==> config.mk <==
export PLATFORM = sky130hd
export DESIGN_NAME = serial_subtractor_flat
export DESIGN_NICKNAME = d
export VERILOG_FILES = /design/src/rtl/serial_subtractor_pkg.sv /design/src/rtl/serial_subtractor_if.sv /design/src/rtl/full_subtractor.sv /design/src/rtl/serial_subtractor.sv /design/src/flat_wrapper.sv
export SDC_FILE = /design/constraint.sdc
export NUM_CORES = 1
export LEC_CHECK = 0
export CORE_MARGIN = 3
export CORE_UTILIZATION = 35
export CTS_CLUSTER_SIZE = 20
export DETAILED_ROUTE_END_ITERATION = 10
export PLACE_DENSITY = 0.65
export SLEW_MARGIN = 30
export SYNTH_ARGS = -nofsm -noshare
export SYNTH_HDL_FRONTEND = slang
export SYNTH_SLANG_ARGS = --single-unit
==> constraint.sdc <==
create_clock -name clock -period 2.25 [get_ports clock]
set_input_delay 0.45 -clock clock [delete_from_list [all_inputs] [get_ports clock]]
set_output_delay 0.45 -clock clock [all_outputs]
set_load 0.01 [all_outputs]
==> src/rtl/serial_subtractor_pkg.sv <==
// Shared types and limits for the bit-serial subtractor.
package serial_subtractor_pkg;

   localparam int MAX_WIDTH = 9;

   typedef enum logic [1:0] {
      IDLE = 2'd0,
      RUN  = 2'd1,
      DONE = 2'd2
   } state_t;

endpackage

==> src/rtl/serial_subtractor_if.sv <==
// Operand load / start handshake and result bus of the serial subtractor.
interface serial_subtractor_if #(
   parameter int WIDTH = 4
);
   logic             load_x;
   logic             load_y;
   logic [WIDTH-1:0] data_in;
   logic             borrow_in;
   logic             start;
   logic             busy;
   logic             done;
   logic [WIDTH-1:0] z;
   logic             borrow_out;

   modport master (
      output load_x, load_y, data_in, borrow_in, start,
      input  busy, done, z, borrow_out
   );

   modport slave (
      input  load_x, load_y, data_in, borrow_in, start,
      output busy, done, z, borrow_out
   );
endinterface

==> src/rtl/full_subtractor.sv <==
// Combinational 1-bit full subtractor: d = x - y - b_in, b_out is the borrow.
module full_subtractor (
   input  logic x,
   input  logic y,
   input  logic b_in,
   output logic d,
   output logic b_out
);
   assign d     = x ^ y ^ b_in;
   assign b_out = (~x & y) | (~(x ^ y) & b_in);
endmodule

==> src/rtl/serial_subtractor.sv <==
// Bit-serial subtractor: z = x - y - borrow_in, LSB first, one bit per clock
// through a single full-subtractor cell.
module serial_subtractor
   import serial_subtractor_pkg::*;
#(
   parameter int WIDTH = 4
) (
   input  logic                clock,
   input  logic                reset,
   serial_subtractor_if.slave  bus
);
   localparam int CW = $clog2(WIDTH + 1);
   localparam logic [CW-1:0] CNT_LAST = CW'(WIDTH - 1);

   if (WIDTH < 1 || WIDTH > MAX_WIDTH) begin : g_width_check
      $error("serial_subtractor: WIDTH out of range");
   end

   state_t           state, state_next;
   logic [WIDTH-1:0] x_reg, y_reg;
   logic [WIDTH-1:0] xs, ys, rs, rs_next;
   logic [WIDTH-1:0] z_reg;
   logic             b, b_next, d;
   logic             borrow_reg;
   logic [CW-1:0]    cnt;
   logic             cnt_last;

   full_subtractor u_fs (
      .x    (xs[0]),
      .y    (ys[0]),
      .b_in (b),
      .d    (d),
      .b_out(b_next)
   );

   assign cnt_last = (cnt == CNT_LAST);
   // Shifting {d, rs} keeps this legal when WIDTH is 1.
   assign rs_next  = WIDTH'({d, rs} >> 1);

   always_comb begin
      // NOTE: default first so no path leaves state_next unassigned (no latch).
      state_next = state;
      case (state)
         IDLE:    if (bus.start) state_next = RUN;
         RUN:     if (cnt_last)  state_next = DONE;
         DONE:    state_next = IDLE;
         default: state_next = IDLE;
      endcase
   end

   always_ff @(posedge clock) begin
      // NOTE: non-blocking for all clocked state so every register sees pre-edge values.
      if (reset) state <= IDLE;
      else       state <= state_next;
   end

   always_ff @(posedge clock) begin
      if (reset) begin
         x_reg      <= '0;
         y_reg      <= '0;
         xs         <= '0;
         ys         <= '0;
         rs         <= '0;
         b          <= 1'b0;
         cnt        <= '0;
         z_reg      <= '0;
         borrow_reg <= 1'b0;
      end else begin
         case (state)
            IDLE: begin
               if (bus.load_x) x_reg <= bus.data_in;
               if (bus.load_y) y_reg <= bus.data_in;
               // The pre-edge operands are captured; a simultaneous load is for the next op.
               if (bus.start) begin
                  xs  <= x_reg;
                  ys  <= y_reg;
                  b   <= bus.borrow_in;
                  cnt <= '0;
               end
            end
            RUN: begin
               xs  <= xs >> 1;
               ys  <= ys >> 1;
               rs  <= rs_next;
               b   <= b_next;
               cnt <= cnt + CW'(1);
               if (cnt_last) begin
                  z_reg      <= rs_next;
                  borrow_reg <= b_next;
               end
            end
            default: ;
         endcase
      end
   end

   assign bus.busy       = (state == RUN);
   assign bus.done       = (state == DONE);
   assign bus.z          = z_reg;
   assign bus.borrow_out = borrow_reg;

endmodule

==> src/flat_wrapper.sv <==
// flat-port wrapper written by rule: the top's interface ports become plain ports
module serial_subtractor_flat import serial_subtractor_pkg::*;
#(
   parameter int WIDTH = 4
)
  (clock, reset, bus_load_x, bus_load_y, bus_data_in, bus_borrow_in, bus_start, bus_busy, bus_done, bus_z, bus_borrow_out);
  serial_subtractor_if #(.WIDTH(WIDTH)) bus_i ();
  input  logic clock;
  input  logic reset;
  input wire logic [$bits(bus_i.load_x)-1:0] bus_load_x;
  input wire logic [$bits(bus_i.load_y)-1:0] bus_load_y;
  input wire logic [$bits(bus_i.data_in)-1:0] bus_data_in;
  input wire logic [$bits(bus_i.borrow_in)-1:0] bus_borrow_in;
  input wire logic [$bits(bus_i.start)-1:0] bus_start;
  output wire logic [$bits(bus_i.busy)-1:0] bus_busy;
  output wire logic [$bits(bus_i.done)-1:0] bus_done;
  output wire logic [$bits(bus_i.z)-1:0] bus_z;
  output wire logic [$bits(bus_i.borrow_out)-1:0] bus_borrow_out;
  assign bus_i.load_x = bus_load_x;
  assign bus_i.load_y = bus_load_y;
  assign bus_i.data_in = bus_data_in;
  assign bus_i.borrow_in = bus_borrow_in;
  assign bus_i.start = bus_start;
  assign bus_busy = bus_i.busy;
  assign bus_done = bus_i.done;
  assign bus_z = bus_i.z;
  assign bus_borrow_out = bus_i.borrow_out;
  serial_subtractor #(.WIDTH(WIDTH)) u_core (.clock(clock), .reset(reset), .bus(bus_i));
endmodule
---- Word-level counts from Yosys, hierarchy flattened ----
Index checks and enable logic that the tools add are counted.
storage, ports and cells
  memories kept ........................... 0
  register bits after elaboration ......... 31
  memory bits (read-only) ................. 0
  latch bits .............................. 0
  RAM bits ................................ 0
  bits of input ports ..................... 10
cells by class
  muxes and demuxes ....................... 11
  order comparisons ....................... 0
  multipliers ............................. 0
  divide/modulo/power cells ............... 0
  eq/ne operators ......................... 5
  reduce and logical (&&, ||, !) cells .... 7
  shift operators ......................... 0
  add/subtract/negate cells ............... 1
  bitwise operators ....................... 7
operators with widths
  kind                   number
  $pmux W4 S2            2
  $reduce_and A2 Y1      5
  $mux W4                2
  $pmux W3 S2            1
  $mux W2                2
  $pmux W2 S2            1
  $add A3 B1 Y3 const B  1
  $eq A3 B2 Y1 const B   1
  $mux W3                1
  $and A1 B1 Y1          2
  $eq A2 B1 Y1 const B   1
  $eq A2 B2 Y1 const B   1
  $logic_not A2 Y1       1
  $ne A2 B1 Y1 const B   1
  $ne A2 B2 Y1 const B   1
  $not A1 Y1             2
  $pmux W1 S2            1
  $reduce_bool A2 Y1     1
  $xor A1 B1 Y1          2
  $mux W1                1
  $or A1 B1 Y1           1

---- Logic depth before layout (Yosys ltp) ----
  depth in word-level cells ............... 5
  gate-level depth with buffers ........... 6

---- By module ----
Synthesis repeated with hierarchy kept, for this count alone.
second synthesis, totals
  cell total of the unflattened synthesis .. 133
  area total of the unflattened synthesis .. 1278.7 sq um
by module, submodules not included
  module             instances  area an instance (sq um)  cells an instance
  serial_subtractor  1          1247.4                    129
  full_subtractor    1          31.3                      4

---- Worst setup path after synthesis ----
Ideal clock, no wire load.
  kind .................................... register -> output
  start ................................... register u_core.state[1]
  end ..................................... output bus_done
  arrival time ............................ 0.835 ns
  path slack .............................. 0.965 ns
  buffers on the path ..................... 2
  cell stages (with the launch flop) ...... 4
  path through ............................ dfxtp_1 buf_4 buf_4 nor2b_1
on the way
  word-level cells in the longest chain between the ends .. 1
RTL lines
  element                   line                     source
  start: declaration        serial_subtractor.sv:19  state_t state, state_next;
  start signal: assignment  serial_subtractor.sv:54  else state <= state_next;
  $eq A2 B2 Y1              serial_subtractor.sv:98  assign bus.done = (state == DONE);
  end: declaration          flat_wrapper.sv:16       output wire logic [$bits(bus_i.done)-1:0] bus_done;
No other way between the ends.

---- Worst setup path after layout ----
Same ends and word-level chain as after synthesis.

==> results.txt <==
----------------------------------------------------
[Layout]
  Area of all placed cells without fillers ... 1579 sq um
  Post-layout util ... 45.53%
  Ant. Diodes ... 0
  Number of standard cells in the final layout excluding fillers ... 209
  Fraction of final layout cells with drive strength greater than 1 ... 12.27%
  Net total in the final layout ... 176
  Signed area change from the synthesized netlist to the final layout ... 19.96%

[Power]
  Total power density per cell area ... 700.7 nW/um^2
  LEAKAGE ... 0.5993 nW
  Peak supply drop ... 0.0002452 V

[Floorplan]
  # IOs ... 17
  Die height ... 67.33 um
  Initial Util ... 37.95%
  Die Outline Area ... 4533 sq um
  Die Span X ... 67.33 um
  Number of core rows ... 21
  Core footprint ... 3468 sq um

[GRT]
  Number of antenna violations at the first check in global routing ... 0
  Total global routing track utilization ... 13.64%
  Largest net degree at the start of global routing ... 20
  GRT Residual Overflow ... 0
  Vias in the first global route ... 1,050
  Wire length of the first global-routing pass ... 4533 um

[Job]
  Number of maximum-capacitance violations ... 0

[Yosys]
  Leading cell types by total area after synthesis ... sky130_fd_sc_hd__dfxtp_1, sky130_fd_sc_hd__a21oi_1, sky130_fd_sc_hd__nor2_1
  Post-Synthesis Mean Instance Area ... 9.015 sq um
  Total number of yosys warnings ... 0
  Cell area after technology mapping ... 1316 sq um
  Area share of the leading cell type in the synthesized netlist ... 45.63%
  Synthesized Nets ... 159
  Number of unique standard cell types used by synthesis ... 27
  Cell type with the highest aggregate area in the netlist ... sky130_fd_sc_hd__dfxtp_1
  Seq cells post-synth ... 30
  Post-synthesis instance total ... 146
  Post-synthesis sequential area ratio ... 45.63%

[Setup path]
  Crit Path Category ... flop to output pin
  Sort of element at the start of the critical path ... flop
  Start of the worst register-to-register path ... u_core.cnt[0]
  Worst Path Arrival ... 1.58 ns
  Critical Path Fanout Max ... 19
  Kind of end point of the critical path ... output pin
  Critical path required time ... 1.80 ns
  Source of the critical timing path ... u_core.state[1]

[CTS]
  Number of buffers inserted during clock tree synthesis ... 5
  Max Buffers Root-to-Sink ... 2
  Clk Tree Root Cell ... sky130_fd_sc_hd__clkbuf_8
  Hold-fix buffers, CTS ... 0
  Post-CTS setup repair buffer count ... 0
  Resize count post-CTS ... 0
  Clock tree from TritonCTS ... done
  H-tree Lvls ... 2
  Clock slew seen by the registers of the worst setup and hold paths ... 0.06 ns
  Insertion delay of the later-clocked pin in the worst-skew pair ... 0.28 ns
  Clock sinks ... 30

[Placement]
  Global placement routability congestion ... 0.7380
  Port Buffers ... 16
  Placed cell area ... 1503 sq um
  Minimum setup slack after placement ... 0.3541 ns
  Detailed Place HPWL ... 1877 um
  Number of placed instances with taps included ... 202

[Route]
  Via count ... 1,055
  Routed wire per std cell ... 12.90 um
  Post-route DRC violation count ... 0
  Final ANT Viol Nets ... 0
  Detailed Route WL ... 2696 um
  Mean number of vias per cell ... 5.048
  Number of iterations in the first detailed-routing pass ... 4
  Initial drt markers ... 81

[STA]
  Setup ws final ... 0.2248 ns
  Time the final worst path needs with I/O delays and setup ... 2.025 ns
  Worst-margin pin slew ... 0.5642 ns
  Clock Skew ... 0.004311 ns
  Final cycle utilization of the critical path ... 90.01%
  Unrepaired setup endpoints after global routing ... no
  Worst relative slew slack ... 62.27%
  Slew Viols, Final ... 0
  Maximum operating frequency ... 0.4938 GHz
  Sum of negative setup slack ... 0 ns
  Final hold vios ... 0
  Number of setup violations in the final report ... 0

[Status]
  Result of the run ... finished, final reports clean

[Hold path]
  Hold Path Origin ... u_core.bus.z[2]
  Type of the worst min-delay path ... flop to flop

----------------------------------------------------
## cell usage after synthesis
cell,count
sky130_fd_sc_hd__o221a_2,6
sky130_fd_sc_hd__nand2b_1,1
sky130_fd_sc_hd__buf_1,1
sky130_fd_sc_hd__o21bai_2,1
sky130_fd_sc_hd__a22oi_1,1
sky130_fd_sc_hd__fa_1,1
sky130_fd_sc_hd__inv_1,9
sky130_fd_sc_hd__a221o_1,1
sky130_fd_sc_hd__nor2b_1,2
sky130_fd_sc_hd__nor3b_4,2
sky130_fd_sc_hd__nand3b_1,1
sky130_fd_sc_hd__ha_1,2
sky130_fd_sc_hd__a32oi_1,2
sky130_fd_sc_hd__buf_2,4
sky130_fd_sc_hd__clkbuf_1,1
sky130_fd_sc_hd__a2bb2oi_1,1
sky130_fd_sc_hd__nand2_1,10
sky130_fd_sc_hd__buf_4,4
sky130_fd_sc_hd__a311oi_1,1
sky130_fd_sc_hd__nor2_1,27
sky130_fd_sc_hd__a21oi_1,21
sky130_fd_sc_hd__nor3_1,1
sky130_fd_sc_hd__buf_6,1
sky130_fd_sc_hd__mux2i_1,10
sky130_fd_sc_hd__inv_2,1
sky130_fd_sc_hd__nand3_1,4
sky130_fd_sc_hd__dfxtp_1,30
## metrics by stage
stage               hold WS (ns)  power, mW
global route              0.4759      1.163
global placement          0.4437     0.7183
floorplan                 0.4366     0.6816
finish                    0.4576      1.106
CTS                       0.4582      1.122
detailed placement        0.4475     0.7241
## report_power, final
part	total, mW	leakage, nW	internal, mW	switching [mW]
Combinational	0.137	0.316	0.0678	0.0692
Clock	0.394	0.0383	0.212	0.181
Sequential	0.576	0.245	0.558	0.0179
## cell families (layout without fill, tap and decap cells)
kind of cell / count (synthesis) / in the layout / synth area share, %
AO/OA/AOI/OAI: 34 / 34 / 17.97
buffers and inverters: 21 / 38 / 8.079
flip-flops: 30 / 30 / 45.63
multiplexers: 10 / 10 / 7.605
AND/OR/NAND/NOR: 48 / 48 / 17.30
adder cells (fa/ha/maj): 3 / 3 / 3.422
## routing by layer
layer	track usage (%)	routed length, um	vias to the layer above
li1	-	-	532
met1	14.97	1204	496
met2	22.45	1308	18
met3	4.659	94	9
met4	8.608	87	0
met5	0	0	-
## cell usage in the layout (no fill, tap or decap), drive strengths merged
master         netlist  layout
dfxtp               30      30
nor2                27      27
a21oi               21      21
clkdlybuf4s50        0      16
mux2i               10      10
nand2               10      10
inv                 10      10
clkbuf               1       7
o221a                6       6
buf                 10       5
nand3                4       4
nor2b                2       2
nor3b                2       2
a32oi                2       2
ha                   2       2
nand2b               1       1
nand3b               1       1
a311oi               1       1
o21bai               1       1
a2bb2oi              1       1
nor3                 1       1
a22oi                1       1
a221o                1       1
fa                   1       1
## critical path, cell delays in order (launching register included)
cell and delay [ns]:
sky130_fd_sc_hd__dfxtp_1 0.33, sky130_fd_sc_hd__buf_4 0.25, sky130_fd_sc_hd__nor2b_1 0.17, sky130_fd_sc_hd__clkdlybuf4s50_1 0.55
## worst paths after layout
check / endpoint / slack (ns) / cells past startpoint
worst max-delay path: bus_done / 0.22 / 3
worst min-delay path: u_core.bus.z[2] / 0.46 / 2
worst max register to register: u_core.bus.z[1] / 0.85 / 5
worst min register to register: u_core.bus.z[2] / 0.46 / 2
## final cells by class
type	instances	area (sq um)
Fill cell	343	1889
Timing Repair Buffer	21	197.7
Inverter	10	37.54
Sequential cell	30	600.6
Clock buffer	7	76.32
Tap cell	46	57.56
Multi-Input combinational cell	95	609.3
Note: power is estimated with default switching activity, not from simulation.
